$ cat src/rtl/calc_issue_ctrl.sv
// Issue/capture front-end for the combinational signed ALU.
// Optional statistics counters are enabled with `define CALC_STATS_EN.
//
//   state | meaning
//   IDLE  | waiting for a command, in_ready=1
//   ISSUE | operands held on ALU inputs, settle counter running
//   HOLD  | result (or error) presented until out_ready
module calc_issue_ctrl #(
    parameter int unsigned SETTLE_CYCLES = 1
) (
    input  logic       clk,
    input  logic       rst,
    input  logic       in_valid,
    output logic       in_ready,
    input  logic [2:0] in_a,
    input  logic [2:0] in_b,
    input  logic [1:0] in_op,
    output logic [2:0] alu_a,
    output logic [2:0] alu_b,
    output logic [1:0] alu_s,
    input  logic [4:0] alu_r,
    input  logic       alu_sf,
    input  logic       alu_zf,
    input  logic       alu_dzf,
    output logic       out_valid,
    input  logic       out_ready,
    output logic [4:0] out_r,
    output logic       out_sf,
    output logic       out_zf,
    output logic       out_dzf,
    output logic [1:0] out_op,
`ifdef CALC_STATS_EN
    output logic       out_err,
    output logic [7:0] stat_ops,
    output logic [7:0] stat_dz
`else
    output logic       out_err
`endif
);

    typedef enum logic [1:0] {
        IDLE  = 2'd0,
        ISSUE = 2'd1,
        HOLD  = 2'd2
    } state_t;

    localparam logic [3:0] CNT_LOAD = 4'(SETTLE_CYCLES - 1);

    state_t     state_q, state_d;
    logic [3:0] cnt_q, cnt_d;
    logic [2:0] alu_a_q, alu_a_d;
    logic [2:0] alu_b_q, alu_b_d;
    logic [1:0] alu_s_q, alu_s_d;
    logic       out_valid_q, out_valid_d;
    logic [4:0] out_r_q, out_r_d;
    logic       out_sf_q, out_sf_d;
    logic       out_zf_q, out_zf_d;
    logic       out_dzf_q, out_dzf_d;
    logic [1:0] out_op_q, out_op_d;
    logic       out_err_q, out_err_d;

    logic accept;
    logic operand_bad;
    logic capture_ok;

    // -4 is the one 3-bit code outside the legal operand range
    assign operand_bad = (in_a == 3'b100) || (in_b == 3'b100);
    assign in_ready    = !rst && ((state_q == IDLE) || ((state_q == HOLD) && out_ready));
    assign accept      = in_valid && in_ready;
    assign capture_ok  = (state_q == ISSUE) && (cnt_q == 4'd0);

    always_comb begin
        state_d     = state_q;
        cnt_d       = cnt_q;
        alu_a_d     = alu_a_q;
        alu_b_d     = alu_b_q;
        alu_s_d     = alu_s_q;
        out_valid_d = out_valid_q;
        out_r_d     = out_r_q;
        out_sf_d    = out_sf_q;
        out_zf_d    = out_zf_q;
        out_dzf_d   = out_dzf_q;
        out_op_d    = out_op_q;
        out_err_d   = out_err_q;

        case (state_q)
            IDLE: begin
                state_d = IDLE;
            end
            ISSUE: begin
                if (cnt_q != 4'd0) begin
                    cnt_d = cnt_q - 4'd1;
                end else begin
                    out_r_d     = alu_r;
                    out_sf_d    = alu_sf;
                    out_zf_d    = alu_zf;
                    out_dzf_d   = alu_dzf;
                    out_op_d    = alu_s_q;
                    out_err_d   = 1'b0;
                    out_valid_d = 1'b1;
                    state_d     = HOLD;
                end
            end
            HOLD: begin
                if (out_ready) begin
                    out_valid_d = 1'b0;
                    state_d     = IDLE;
                end
            end
            default: begin
                state_d     = IDLE;
                out_valid_d = 1'b0;
            end
        endcase

        // A new command overrides the HOLD release so back-to-back issue has no bubble
        if (accept) begin
            if (operand_bad) begin
                out_r_d     = 5'd0;
                out_sf_d    = 1'b0;
                out_zf_d    = 1'b0;
                out_dzf_d   = 1'b0;
                out_err_d   = 1'b1;
                out_op_d    = in_op;
                out_valid_d = 1'b1;
                state_d     = HOLD;
            end else begin
                alu_a_d = in_a;
                alu_b_d = in_b;
                alu_s_d = in_op;
                cnt_d   = CNT_LOAD;
                state_d = ISSUE;
            end
        end
    end

    always_ff @(posedge clk) begin
        if (rst) begin
            state_q     <= IDLE;
            cnt_q       <= 4'd0;
            alu_a_q     <= 3'd0;
            alu_b_q     <= 3'd0;
            alu_s_q     <= 2'd0;
            out_valid_q <= 1'b0;
            out_r_q     <= 5'd0;
            out_sf_q    <= 1'b0;
            out_zf_q    <= 1'b0;
            out_dzf_q   <= 1'b0;
            out_op_q    <= 2'd0;
            out_err_q   <= 1'b0;
        end else begin
            state_q     <= state_d;
            cnt_q       <= cnt_d;
            alu_a_q     <= alu_a_d;
            alu_b_q     <= alu_b_d;
            alu_s_q     <= alu_s_d;
            out_valid_q <= out_valid_d;
            out_r_q     <= out_r_d;
            out_sf_q    <= out_sf_d;
            out_zf_q    <= out_zf_d;
            out_dzf_q   <= out_dzf_d;
            out_op_q    <= out_op_d;
            out_err_q   <= out_err_d;
        end
    end

    assign alu_a     = alu_a_q;
    assign alu_b     = alu_b_q;
    assign alu_s     = alu_s_q;
    assign out_valid = out_valid_q;
    assign out_r     = out_r_q;
    assign out_sf    = out_sf_q;
    assign out_zf    = out_zf_q;
    assign out_dzf   = out_dzf_q;
    assign out_op    = out_op_q;
    assign out_err   = out_err_q;

`ifdef CALC_STATS_EN
    logic [7:0] stat_ops_q, stat_ops_d;
    logic [7:0] stat_dz_q, stat_dz_d;
    logic       capture_err;

    assign capture_err = accept && operand_bad;

    // Saturating counters; error captures count as ops but never as divide-by-zero
    always_comb begin
        stat_ops_d = stat_ops_q;
        stat_dz_d  = stat_dz_q;
        if ((capture_ok || capture_err) && (stat_ops_q != 8'hFF)) begin
            stat_ops_d = stat_ops_q + 8'd1;
        end
        if (capture_ok && alu_dzf && (stat_dz_q != 8'hFF)) begin
            stat_dz_d = stat_dz_q + 8'd1;
        end
    end

    always_ff @(posedge clk) begin
        if (rst) begin
            stat_ops_q <= 8'd0;
            stat_dz_q  <= 8'd0;
        end else begin
            stat_ops_q <= stat_ops_d;
            stat_dz_q  <= stat_dz_d;
        end
    end

    assign stat_ops = stat_ops_q;
    assign stat_dz  = stat_dz_q;
`endif

endmodule
$ cat config.mk
export PLATFORM = sky130hd
export DESIGN_NAME = calc_issue_ctrl
export DESIGN_NICKNAME = d
export VERILOG_FILES = /design/src/rtl/calc_issue_ctrl.sv
export SDC_FILE = /design/constraint.sdc
export NUM_CORES = 1
export LEC_CHECK = 0
export CAP_MARGIN = 20
export CORE_MARGIN = 3
export CORE_UTILIZATION = 43
export DETAILED_ROUTE_END_ITERATION = 16
export PLACE_DENSITY = 0.81
export REMOVE_ABC_BUFFERS = 1
export SLEW_MARGIN = 5
export SYNTH_ARGS = -nofsm -noshare
export SYNTH_HDL_FRONTEND = slang
export SYNTH_SLANG_ARGS = --single-unit
export TNS_END_PERCENT = 30
$ cat constraint.sdc
create_clock -name clk -period 1.6 [get_ports clk]
set_input_delay 0.24 -clock clk [delete_from_list [all_inputs] [get_ports clk]]
set_output_delay 0.24 -clock clk [all_outputs]
set_load 0.05 [all_outputs]
Word level (Yosys, flattened, before mapping)
Index checks and enable logic that the tools add are counted.
{"block": "classes", "n_addsub": 1, "n_eq_ne": 6, "mux": 38, "n_bitwise": 1, "n_reduce_logical": 10}
{"operator": "two-way mux 1 bit", "n": 20}
{"operator": "two-way mux 5 bit", "n": 4}
{"operator": "two-way mux 2 bit", "n": 8}
{"operator": "two-way mux 4 bit", "n": 4}
{"operator": "equality test 3 bit, second input constant", "n": 2}
{"operator": "inequality test 3 bit, second input constant", "n": 2}
{"operator": "one-hot mux 2 bit (2 select lines)", "n": 1}
{"operator": "AND reduction 2 bit", "n": 2}
{"operator": "nonzero test 4 bit", "n": 1}
{"operator": "subtractor 4 x 1 -> 4 bit, second input constant", "n": 1}
{"operator": "logical AND 1 bit", "n": 3}
{"operator": "one-hot mux 1 bit (3 select lines)", "n": 1}
{"operator": "equality test 2 x 1 -> 1 bit, second input constant", "n": 1}
{"operator": "equality test 2 bit, second input constant", "n": 1}
{"operator": "zero test 2 bit", "n": 1}
{"operator": "logical OR 1 bit", "n": 2}
{"operator": "zero test 1 bit", "n": 1}
{"operator": "inverter 1 bit", "n": 1}
{"block": "totals", "reg_bits": 26, "input_bits": 20, "out_inout_bits": 21}

Longest topological paths before layout
{"block": "logic_depth", "depth_word": 7, "depth_mapped": 7, "ltp_nobuf": 6}

Least setup slack after synthesis
Ideal clock, no wire load.
{"block": "synth_timing", "kind": "register -> register", "startpoint": "register cnt_q[0]", "endpoint": "register cnt_q[1]", "setup_time_ps": 103, "arrival_ps": 1319, "setup_slack_ps": 178, "path_stages_with_launch": 7, "cell_sequence": "dfxtp_1 -> inv_1 -> ha_1 -> nor3b_2 -> nor2_1 -> nor2_1 -> a2111oi_2"}
{"block": "synth_via", "elab_chain_cells": 5}
{"item": "start, declared", "line": "50", "text": "logic [3:0] cnt_q, cnt_d;"}
{"item": "start signal, assigned", "line": "153", "text": "cnt_q <= cnt_d;"}
{"item": "subtractor 4 x 1 -> 4 bit / nonzero test 4 bit (equally long branches)", "line": "92, 91"}
{"item": "two-way mux 4 bit *", "line": "91", "text": "if (cnt_q != 4'd0) begin"}
{"item": "two-way mux 4 bit *", "line": "86", "text": "case (state_q)"}
{"item": "two-way mux 4 bit", "line": "118", "text": "if (operand_bad) begin"}
{"item": "two-way mux 4 bit *", "line": "117", "text": "if (accept) begin"}
Every way passes the cells marked *; elsewhere a longest branch is shown, timed or not.
A chain may end at the register's enable or synchronous reset.

Final worst setup path
{"block": "layout_timing", "startpoint": "register cnt_q[0]", "endpoint": "register out_op_q[1] (netlist: out_op[1])"}
{"block": "layout_via", "elab_chain_cells": 5}
{"item": "nonzero test 4 bit *", "line": "91"}
{"item": "two-way mux 2 bit *", "line": "91"}
{"item": "two-way mux 2 bit *", "line": "86"}
{"item": "two-way mux 2 bit", "line": "118"}
{"item": "two-way mux 2 bit *", "line": "117"}
{"item": "end signal, assigned", "line": "162", "text": "out_op_q <= out_op_d;"}
{"item": "end, declared", "line": "59", "text": "logic [1:0] out_op_q, out_op_d;"}
Marked as above.

==> flow_metrics.py <==
metrics = {
    "status": {
        "status": "finished, final reports clean",
    },
    "cts": {
        "root_buffer": "clkbuf_4",
        "clock-sinks": 26,
        "insertion_delay_ps": 300,
        "clkTransAtPathRegs_ps": 130,
        "h-tree-depth": 1,
        "cts_tree": "yes",
        "holdBufCountCts": 0,
        "numCtsBuffers": 3,
        "clockBufferDepth": 2,
    },
    "route": {
        "drt_first_pass_iters": 4,
        "drt_iter0_drc": 21,
        "postRouteAntennaNets": 0,
        "drc": 0,
        "drt-total-wl_mm": 2.78,
        "num_vias": 1099,
        "routedWlPerCell_microns": 13.6,
        "vias_per_cell": 5.36,
    },
    "grt": {
        "grt_pass1_wl_mm": 4.55,
        "grt_pass1_vias": 1099,
        "antenna_found_initial": 0,
        "grt_max_degree": 16,
        "track_usage_pct": 17.4,
        "overflow": 0,
    },
    "die": {
        "die_w_microns": 57.1,
        "io_pins": 41,
        "core.rowCount": 17,
        "start_util_pct": 48.0,
        "core_sq_um": 2340,
        "die_h_microns": 57.1,
        "die_area_sq_um": 3260,
    },
    "finish": {
        "final_cell_mix": "buf_4, dfxtp_1, nand2_1, clkdlybuf4s50_1, a21oi_1",
        "layout.cells.non_filler": 205,
        "syn_to_final_growth_pct": 41.5,
        "fin_nets": 200,
        "layout_commonest_cell": "buf_4",
        "utilization_pct": 68.0,
        "n_antenna_cell": 0,
        "drive_above_1_share_pct": 27.1,
        "nFillCells": 209,
    },
    "placement": {
        "routabilityCongestion": 0.768,
        "dp.cells": 202,
        "numPortBuffers": 40,
        "dp_hpwl_mm": 2.29,
    },
    "critical_path": {
        "crit_chain": "inv_1 > ha_2 > nor3b_4 > and2_4 > nand2_1 > a311oi_2",
        "critPathMaxStageDelay_ps": 360,
        "worstRegToRegCells": 6,
        "regToRegStartpoint": "cnt_q[0]$_SDFF_PP0_",
        "worstSetupEndpointType": "flop",
        "crit_fanout": 5,
        "worstSetupStartpointType": "flop",
        "slowest_stage": "dfxtp_1",
        "worstPathArrival_ps": 1730,
        "rrSetupSlack_ps": 90,
        "critPathLaunch": "cnt_q[0]$_SDFF_PP0_",
        "worstSetupPathType": "reg2reg",
        "cp.required_ps": 1820,
        "reg2reg_to": "out_op[1]$_SDFF_PP0_",
    },
    "timing": {
        "fmaxAchievable_mhz": 662,
        "hold_slack_ps": 464,
        "rsz0062_at_grt": "no",
        "finalMaxSlewViolations": 0,
        "finalSetupViolations": 0,
        "fin_skew_ps": 6.21,
        "worst_pin_slew_ps": 333,
        "max_slew_margin_pct": 77.6,
        "timing.final.crit_share_pct": 94.4,
        "final_hold_viol_count": 0,
        "fin_crit_ps": 1510,
    },
    "min_path": {
        "min-delay-path-class": "reg2reg",
        "min_from": "out_dzf$_SDFF_PP0_",
        "hold_end": "out_dzf$_SDFF_PP0_",
        "hold-path-cell-count": 2,
    },
    "logic_synthesis": {
        "ys_ff_latch": 26,
        "synth.avg_cell_area_sq_um": 8.64,
        "yosysSeqAreaShare_pct": 46.3,
        "syn_inst": 130,
        "netlist_area_sq_um": 1120,
        "yosys_warnings": 0,
        "synth_cell_types": 35,
    },
    "pwr": {
        "vdd_drop_max_v": 0.000488,
        "p_leak_uw": 0.000609,
        "p_per_area_nw_per_um2": 783,
    },
    "job": {
        "maxCapViolations": 0,
    },
}
area by class of cell:
type / count / area, sq um / area share, %
inverters: 5 / 18.8 / 1.18
repair buffers: 50 / 435 / 27.4
multi-input cells: 93 / 558 / 35.1
clock buffers: 3 / 22.5 / 1.42
well taps: 28 / 35.0 / 2.20
flip-flops and latches: 26 / 520 / 32.7
repair_timing:
item	4_1_cts	5_1_grt
setup endpoints to repair	0	9
gates resized for setup	0	6
buffers inserted	0	0
metrics by stage:
step                      setup TNS, ps  power [uW]  setup WS, ps  instance area (sq um)
final                                 0        1250          89.2                   1590
after global routing                  0        1300          7.94                   1590
after CTS                             0        1250          12.9                   1570
after detailed placement           -206        1000         -62.6                   1550
after global placement                0         993          20.1                   1550
after floorplan                       0         854           134                   1080
report_power, final:
part           internal (uW)  leakage, uW  switching (uW)
sequential               671     0.000211            14.4
clock                   87.7    0.0000138             170
combinational            126     0.000384             176
logic make-up (layout without fill, tap and decap cells):
group	after synthesis	after routing	synth area share, %
AO/OA/AOI/OAI	39	39	23.9
XOR/XNOR	1	1	0.780
adder cells (fa/ha/maj)	1	1	1.11
buffers and inverters	11	58	5.46
flip-flops	26	26	46.3
multiplexers	2	2	1.78
AND/OR/NAND/NOR	50	50	20.6
per-layer routing:
layer | track usage [%] | part of all wire [%] | vias to the layer above
met5 | 0 | 0 | -
met2 | 34.4 | 53 | 41
li1 | - | - | 550
met4 | 4.97 | 0 | 0
met3 | 3.85 | 7.8 | 0
met1 | 18.0 | 39 | 508
Yosys cell counts (all sizes together):
master   count  area (sq um)
nor3b        1          12.5
nand2       24          90.1
inv          5          18.8
o21ai       12          63.8
xnor2        1          8.76
o2111ai      1          26.3
and2         1          6.26
nor4         1          6.26
a22o         1          8.76
nor2         8          32.5
o211a        1          10.0
a21oi       17          85.1
mux2i        2          20.0
nor3         3          15.0
a2111oi      1          15.0
nand4b       1          8.76
nand2b       1          6.26
o21a         1          7.51
a22oi        1          12.5
nand3        9          45.0
dfxtp       26           521
o2111a       1          11.3
buf          4          35.0
a31oi        1          6.26
a311oi       1          15.0
ha           1          12.5
clkbuf       2          7.51
a211oi       1          7.51
nor2b        1          8.76
critical path, delay by kind of cell, from the launching register on:
kind	cells	cell delay, ps
flip-flops	1	360
buffers and inverters	1	60
adder cells (fa/ha/maj)	1	200
AO/OA/AOI/OAI	1	260
AND/OR/NAND/NOR	3	540
sequential cells by signal (all words and copies together), names as in the netlist:
| signal | count |
|---|---|
| cnt_q | 4 |
| out_op | 2 |
| out_dzf | 1 |
| out_err | 1 |
| out_r | 5 |
| alu_b | 3 |
| out_zf | 1 |
| alu_a | 3 |
| out_valid | 1 |
| out_sf | 1 |
| state_q | 2 |
| alu_s | 2 |
worst max-delay path by stage:
stage	endpoint	slack (ps)	depth (start not counted)
after floorplan	out_op[1]$_SDFF_PP0_	130	6
after global placement	cnt_q[1]$_SDFF_PP0_	20	4
after detailed placement	cnt_q[1]$_SDFF_PP0_	-60	5
after CTS	cnt_q[1]$_SDFF_PP0_	10	6
after global routing	out_op[1]$_SDFF_PP0_	8	6
final	out_op[1]$_SDFF_PP0_	90	6
Note: power is estimated with default switching activity, not from simulation.
